$ cat src/rtl/inv_sub_bytes_seq.sv
// Iterative AES InvSubBytes: a 128-bit state is substituted LANES bytes per cycle
// through a bank of inverse S-box lookups, with valid/ready handshakes on both sides.

module sbox_inv (
  input  logic [7:0] a,
  output logic [7:0] y
);

  function automatic logic [7:0] gf_mul(input logic [7:0] x, input logic [7:0] m);
    logic [7:0] p;
    logic [7:0] t;
    p = 8'h00;
    t = x;
    for (int i = 0; i < 8; i++) begin
      if (m[i]) p = p ^ t;
      t = {t[6:0], 1'b0} ^ (t[7] ? 8'h1b : 8'h00);
    end
    return p;
  endfunction

  // Multiplicative inverse as x^254 in GF(2^8); zero maps to zero naturally.
  function automatic logic [7:0] gf_inv(input logic [7:0] x);
    logic [7:0] r;
    logic [7:0] s;
    r = 8'h01;
    s = x;
    for (int i = 0; i < 7; i++) begin
      s = gf_mul(s, s);
      r = gf_mul(r, s);
    end
    return r;
  endfunction

  logic [7:0] pre;

  // Undo the forward affine transform before inverting.
  assign pre = {a[6:0], a[7]} ^ {a[4:0], a[7:5]} ^ {a[1:0], a[7:2]} ^ 8'h05;
  assign y   = gf_inv(pre);

endmodule

module inv_sub_bytes_seq #(
  parameter int LANES = 4
) (
  input  logic         clk,
  input  logic         rst_n,
  input  logic         flush,
  input  logic         in_valid,
  output logic         in_ready,
  input  logic [127:0] in_state,
  output logic         out_valid,
  input  logic         out_ready,
  output logic [127:0] out_state,
  output logic         busy
);

  localparam int N  = 16 / LANES;
  localparam int CW = (N > 1) ? $clog2(N) : 1;
  localparam logic [CW-1:0] LAST = CW'(N - 1);

  generate
    if (!(LANES == 1 || LANES == 2 || LANES == 4 || LANES == 8 || LANES == 16)) begin : g_bad_lanes
      $error("inv_sub_bytes_seq: LANES must be 1, 2, 4, 8 or 16");
    end
  endgenerate

  typedef enum logic [1:0] {IDLE, SUB, DONE} state_t;

  state_t          state_q, state_d;
  logic [CW-1:0]   cnt_q, cnt_d;
  logic [127:0]    data_q, data_d, data_sub;
  logic [7:0]      lane_in  [LANES];
  logic [7:0]      lane_out [LANES];
  int              base;

  assign base = int'(cnt_q) * LANES;

  always_comb begin
    for (int i = 0; i < LANES; i++) begin
      lane_in[i] = data_q[8*(15 - (base + i)) +: 8];
    end
  end

  generate
    for (genvar g = 0; g < LANES; g++) begin : g_lane
      sbox_inv u_sbox (
        .a (lane_in[g]),
        .y (lane_out[g])
      );
    end
  endgenerate

  // Only the current group is overwritten; the rest of the state passes through.
  always_comb begin
    data_sub = data_q;
    for (int i = 0; i < LANES; i++) begin
      data_sub[8*(15 - (base + i)) +: 8] = lane_out[i];
    end
  end

  // Next-state, datapath and handshake decode; flush overrides everything last.
  always_comb begin
    state_d  = state_q;
    cnt_d    = cnt_q;
    data_d   = data_q;
    in_ready = 1'b0;
    case (state_q)
      IDLE: begin
        in_ready = 1'b1;
        if (in_valid) begin
          data_d  = in_state;
          cnt_d   = '0;
          state_d = SUB;
        end
      end
      SUB: begin
        data_d = data_sub;
        if (cnt_q == LAST) begin
          cnt_d   = '0;
          state_d = DONE;
        end else begin
          cnt_d = cnt_q + CW'(1);
        end
      end
      DONE: begin
        in_ready = out_ready;
        if (out_ready) begin
          if (in_valid) begin
            data_d  = in_state;
            cnt_d   = '0;
            state_d = SUB;
          end else begin
            state_d = IDLE;
          end
        end
      end
      default: begin
        state_d = IDLE;
        cnt_d   = '0;
      end
    endcase
    if (flush) begin
      state_d = IDLE;
      cnt_d   = '0;
    end
  end

  always_ff @(posedge clk or negedge rst_n) begin
    if (!rst_n) begin
      state_q <= IDLE;
      cnt_q   <= '0;
      data_q  <= '0;
    end else begin
      state_q <= state_d;
      cnt_q   <= cnt_d;
      data_q  <= data_d;
    end
  end

  assign out_valid = (state_q == DONE);
  assign busy      = (state_q != IDLE);
  assign out_state = data_q;

endmodule

$ cat config.mk
export PLATFORM = sky130hd
export DESIGN_NAME = inv_sub_bytes_seq
export DESIGN_NICKNAME = d
export VERILOG_FILES = /design/src/rtl/inv_sub_bytes_seq.sv
export SDC_FILE = /design/constraint.sdc
export NUM_CORES = 2
export LEC_CHECK = 0
export CAP_MARGIN = 20
export CORE_AREA = 2 2 350 352
export CTS_CLUSTER_DIAMETER = 100
export DETAILED_ROUTE_END_ITERATION = 10
export DIE_AREA = 0 0 352 354
export PLACE_DENSITY = 0.78
export SYNTH_ARGS = -nofsm -noshare
export SYNTH_HDL_FRONTEND = slang
export SYNTH_SLANG_ARGS = --single-unit
$ cat constraint.sdc
create_clock -name clk -period 16.4 [get_ports clk]
set_input_delay 2.46 -clock clk [delete_from_list [all_inputs] [get_ports clk]]
set_output_delay 2.46 -clock clk [all_outputs]
set_load 0.02 [all_outputs]
Yosys cells after proc, flatten, opt, wreduce, memory -nomap -nowiden
Index checks and enable logic that the tools add are counted.

cells by class
  shift-type cells = 12
  reduce and logical (&&, ||, !) cells = 5
  mux-type cells = 831
  $add $sub $neg = 12
  eq/ne operators = 7
  bitwise logic cells = 768

operator list
  cell                        count
  $xor A8 B8 Y8               736
  $mux W8                     420
  $mux W5                     368
  $bwmux W128                 4
  $shift A8 B33 Y128 const A  4
  $shiftx A8 B33 Y128         4
  $pmux W128 S3               1
  $shiftx A128 B9 Y8          3
  $mux W128                   2
  $shiftx A128 B8 Y8          1
  $neg A9 Y33                 3
  $neg A8 Y33                 1
  $mux W7                     4
  $not A1 Y1 const A          28
  $mux W2                     12
  $mux W6                     4
  $sub A4 B5 Y6 const A       3
  $mux W4                     4
  $mux W3                     4
  $pmux W2 S3                 2
  $add A4 B2 Y5 const B       2
  $not A2 Y2                  4
  $ne A3 B3 Y1 const B        2
  $add A4 B1 Y5 const B       1
  13 further kinds            18

storage, ports and cells
  word-level logic and storage cells = 1,638
  input port bits = 133
  bits in registers = 132

Depth between registers and ports, before layout
  depth after elaboration = 137
  mapped depth = 71
  gate-level depth less buffers = 60

Cells and area by module
From an unflattened synthesis, not the netlist that was laid out.

second synthesis, totals
  cells, all modules = 9,062
  area, all modules = 67,811.3 um^2

modules (own cells, without submodules)
  module                           cells each  sequential area each (um^2)  area each (um^2)  instances
  sbox_inv (g_lane[1].u_sbox ...)  2,149       0.0                          15,462.3          3
  sbox_inv (g_lane[0].u_sbox)      1,912       0.0                          14,089.8          1
  inv_sub_bytes_seq                703         3,303.2                      7,334.5           1

Worst setup path before layout
Ideal clock, no wire load.

  kind = register to register
  from = register cnt_q[0]
  to = register data_q[70], in the netlist out_state[70]
  data required time = 16.323 ns
  stages on the path, launching flop included = 65
  path buffers = 7
  setup slack = 0.128 ns
  library setup time = 0.077 ns
  arrival = 16.195 ns
  cell sequence = dfrtp_1 buf_8 mux4_2 buf_6 buf_6 xnor2_4 xnor2_1 inv_2 ha_1 clkbuf_1 nor3_1 or3_1 nor4_1 nand2_2 xor2_2 inv_1 ha_1 clkbuf_1 (+29 left out) o311a_1 xnor2_1 o221ai_1 xnor2_1 o221ai_1 a22oi_1 xnor2_1 a2bb2oi_1 xnor2_1 nor4_1 a2111oi_2 xnor2_1 a211oi_2 xor2_1 nor2b_1 xnor2_1 a22oi_1 o21ai_1

between the ends
  longest elaborated chain between the ends = 135

ends and longest elaborated chain
  item                                                           line    source
  start, declared                                                70      logic [CW-1:0] cnt_q, cnt_d;
  start signal, assigned                                         155     cnt_q <= cnt_d;
  $add A4 B1 Y5 / $sub A4 B4 Y5 (equally long branches)          80, 97
  $sub A4 B5 Y6 / $shiftx A128 B8 Y8 (equally long branches)     80, 97
  $shiftx A128 B9 Y8 / $xor A8 B8 Y8 (equally long branches)     80, 37
  $xor A8 B8 Y8                                                  37      assign pre = {a[6:0], a[7]} ^ {a[4:0], a[7:5]} ^ {a[1:0], a[7:2]} ^ 8'h05;
  $xor A8 B8 Y8 / $not A2 Y2 (equally long branches)             n/a
  $not A2 Y2 (no source line) / $mux W8 (equally long branches)  n/a
  $mux W8 / $xor A8 B8 Y8 (equally long branches)                15      if (m[i]) p = p ^ t;
  $xor A8 B8 Y8 / $mux W8 (equally long branches)                15
  (+118 left out)                                                n/a
  $xor A8 B8 Y8 / $mux W8 (equally long branches)                15
  $mux W8 / $xor A8 B8 Y8 (equally long branches)                15
  $xor A8 B8 Y8 / $mux W8 (equally long branches)                15
  $mux W8 / $shiftx A8 B33 Y128 (equally long branches)          15, 97
  $shiftx A8 B33 Y128 / $bwmux W128 (equally long branches)      97      data_sub[8*(15 - (base + i)) +: 8] = lane_out[i];
  $bwmux W128 (2 in series)                                      97
  $bwmux W128 (*)                                                97
  $pmux W128 S3 (*)                                              107     case (state_q)
  end signal, assigned                                           156     data_q <= data_d;
  end, declared                                                  71      logic [127:0] data_q, data_d, data_sub;

Every way passes the cells marked *; elsewhere a longest branch is shown, timed or not.
A chain may end at the register's enable or synchronous reset.

Final worst setup path
  from = register cnt_q[0]
  to = register data_q[99], in the netlist out_state[99]

The elaborated chain is that of the path after synthesis.

==> flow_summary.json <==
{
  "ys_ff_latch": 132,
  "grt_overflow": 0,
  "ys.warnings.count": 0,
  "die-area_um2": 125000,
  "reg2reg_from": "cnt_q[0]$_DFFE_PN0P_",
  "cts_buffers": 17,
  "final.min_clock_period_ns": 15.83,
  "cp_max_fo": 26,
  "ys_seq_area_share_pct": 5.49,
  "critPathCaptureType": "flip-flop",
  "synth_edf_count": 0,
  "slowest_stage": "mux4_2",
  "critical_path_arrival_ns": 16.11,
  "finalMaxSlewViolations": 0,
  "drt_pass1_iterations": 6,
  "cp.required_ns": 16.68,
  "port_buffers": 263,
  "ant_nets": 0,
  "yosysMostFrequentCell": "xnor2_1",
  "start_kind": "flip-flop",
  "cts_buffer_depth": 2,
  "max_stage_delay_ns": 0.78,
  "setup_violations": 0,
  "critPathKind": "reg -> reg",
  "status": "finished, final reports clean",
  "worstReg2RegEnd": "out_state[99]$_DFFE_PN0P_",
  "place.gp.congestion": 0.997,
  "synth_top_area_cell": "xnor2_1",
  "ios": 264,
  "dp_hpwl_mm": 148,
  "syn-num-nets": 8503,
  "drive_gt1_share_pct": 13.6,
  "relSlewSlack_pct": 21.4,
  "tritoncts": "done",
  "post-route-period-util_pct": 96.5,
  "clk_pin_slew_ns": 0.07,
  "cp-endpoint": "out_state[99]$_DFFE_PN0P_",
  "tns_ns": 0,
  "start_util_pct": 49.8,
  "cts_sinks": 132,
  "syn-cell-area_um2": 60200,
  "grt_max_degree": 83,
  "skew_ns": 0.0241,
  "cts_max_level": 4,
  "min-delay-start": "out_state[10]$_DFFE_PN0P_",
  "die_h_um": 354,
  "fill_cells": 11008,
  "tightestPinTransition_ns": 1.17,
  "vias": 61210,
  "row_count": 128,
  "crit_start": "cnt_q[0]$_DFFE_PN0P_",
  "grt_pass1_vias": 56515,
  "clockRootBuffer": "clkbuf_16",
  "drc_errors": 0,
  "grt_antenna_before_repair": 1,
  "track_usage_pct": 29.8,
  "hold_viol": 0,
  "coreArea_um2": 121000,
  "area_delta_synth_final_pct": 14.5,
  "rr_worst_depth": 60,
  "syn_avg_cell_area_um2": 7.22,
  "die_width_um": 352,
  "cts_hold_buffers": 0,
  "regToRegSetupSlack_ns": 0.57,
  "hp-class": "reg -> reg",
  "async_flop_share_pct": 100,
  "grt_pass1_wl_mm": 311,
  "synth_ff_type": "dfrtp_1",
  "clock_latency_ns": 0.46,
  "routed_via_density": 5.93,
  "synth.area.top_cells": "xnor2_1 (27%), xor2_1 (7.8%), nor2_1 (7.6%)",
  "syn_inst": 8338,
  "synth_common_cells": "xnor2_1 (1885), nor2_1 (1222), nand2_1 (882)",
  "route.detailed.wl_per_inst_um": 19.1,
  "drt_wl_total_mm": 197,
  "synth.distinct_cells": 131,
  "drtIter0Drc": 6821,
  "fin_nets": 8848,
  "synth_top_area_share_pct": 27.4,
  "max_freq_mhz": 63.2,
  "maxCapViolations": 0
}
==> area by class of cell <==
class                      count  area, um^2  area share [%]
multi-input combinational   7545       55300            80.2
clock buffer                  18         439           0.637
timing repair buffer         862        7270            10.5
antenna                        2        5.00         0.00726
tap                         1625        2030            2.95
clock inverter                14         134           0.194
sequential                   132        3310            4.80
inverter                     125         479           0.695
==> repair_timing <==
item	CTS	global route
setup endpoints to repair	84	128
buffers inserted	6	62
endpoints found under the hold margin	0	0
gates cloned	0	1
pin swaps	2	36
gates resized for setup	23	168
==> cell usage in the layout (no fill, tap or decap), types with 18 or more instances in the layout <==
cell / count
xnor2_4: 46
a2bb2oi_1: 22
a211oi_1: 51
o221ai_1: 28
clkdlybuf4s50_1: 262
nor3_1: 162
nand2b_1: 86
and3_1: 33
a22oi_1: 90
xnor2_1: 1769
ha_1: 29
o31ai_1: 28
buf_4: 586
clkbuf_16: 18
o22ai_1: 150
o21ai_1: 53
dfrtp_1: 130
nand3_1: 160
xor2_1: 503
a31oi_1: 62
nor2b_1: 92
a21oi_1: 477
o211ai_1: 48
mux2i_1: 167
xor2_2: 58
mux4_2: 27
a32oi_1: 19
o21ai_0: 383
a221oi_1: 38
xnor3_1: 80
nand2_1: 880
o32ai_1: 24
xnor3_2: 21
or2_2: 19
xnor2_2: 202
or3_1: 40
mux2_2: 39
nor2_1: 1218
and2_1: 36
inv_1: 94
==> metrics by stage <==
step / utilization (%) / cell area [um^2] / cells / worst slack [ns] / hold slack, ns
detailed placement: 54.9 / 66400 / 10216 / -0.494 / 0.495
finish: 57.0 / 68900 / 10323 / 0.569 / 0.513
global placement: 54.9 / 66400 / 10214 / -0.388 / 0.484
global route: 57.0 / 68900 / 10321 / -0.208 / 0.539
floorplan: - / 60200 / 8338 / 0.128 / 0.600
CTS: 55.6 / 67200 / 10254 / 0.0103 / 0.512
==> cells by family after synthesis <==
group                      share of synthesized area (%)
and+or+nand+nor                                     20.4
DFF                                                 5.49
AOI/OAI and AO/OA                                   17.9
xor gates and xnor gates                            44.9
adders and majority gates                          0.748
muxes                                               5.04
buffers and inverters                               5.49
==> sequential cells by signal, indices dropped and copies added, names as in the netlist <==
register,count
cnt_q,2
out_state,128
state_q,2
==> routing by layer <==
metal / vias to the layer above / GRT usage, % / wire (um)
met5: - / 0 / 0
met4: 0 / 10.1 / 6970
met3: 383 / 4.97 / 18500
met2: 2976 / 48.7 / 90300
met1: 28937 / 39.6 / 81600
li1: 28914 / - / -
==> how the worst min path moves through the flow <==
| stage | endpoint | slack (ns) | cells after the start |
|---|---|---|---|
| 4_1_cts | out_state[15]$_DFFE_PN0P_ | 0.51 | 2 |
| 6_report | out_state[10]$_DFFE_PN0P_ | 0.51 | 2 |
| 3_3_place_gp | out_state[15]$_DFFE_PN0P_ | 0.48 | 2 |
| 5_1_grt | out_state[104]$_DFFE_PN0P_ | 0.54 | 2 |
| 3_5_place_dp | out_state[15]$_DFFE_PN0P_ | 0.49 | 2 |
| 2_1_floorplan | out_state[31]$_DFFE_PN0P_ | 0.60 | 2 |
==> critical path: cells and delay by family (launching register included) <==
| family | cells | cell delay [ns] |
|---|---|---|
| adders and majority gates | 1 | 0.28 |
| and+or+nand+nor | 11 | 2.54 |
| DFF | 1 | 0.54 |
| xor gates and xnor gates | 18 | 4.64 |
| buffers and inverters | 8 | 1.69 |
| AOI/OAI and AO/OA | 19 | 4.41 |
| muxes | 3 | 1.51 |
Power is not shown: default switching activity piles up to over one toggle a cycle in this logic, so the estimate is an artifact.
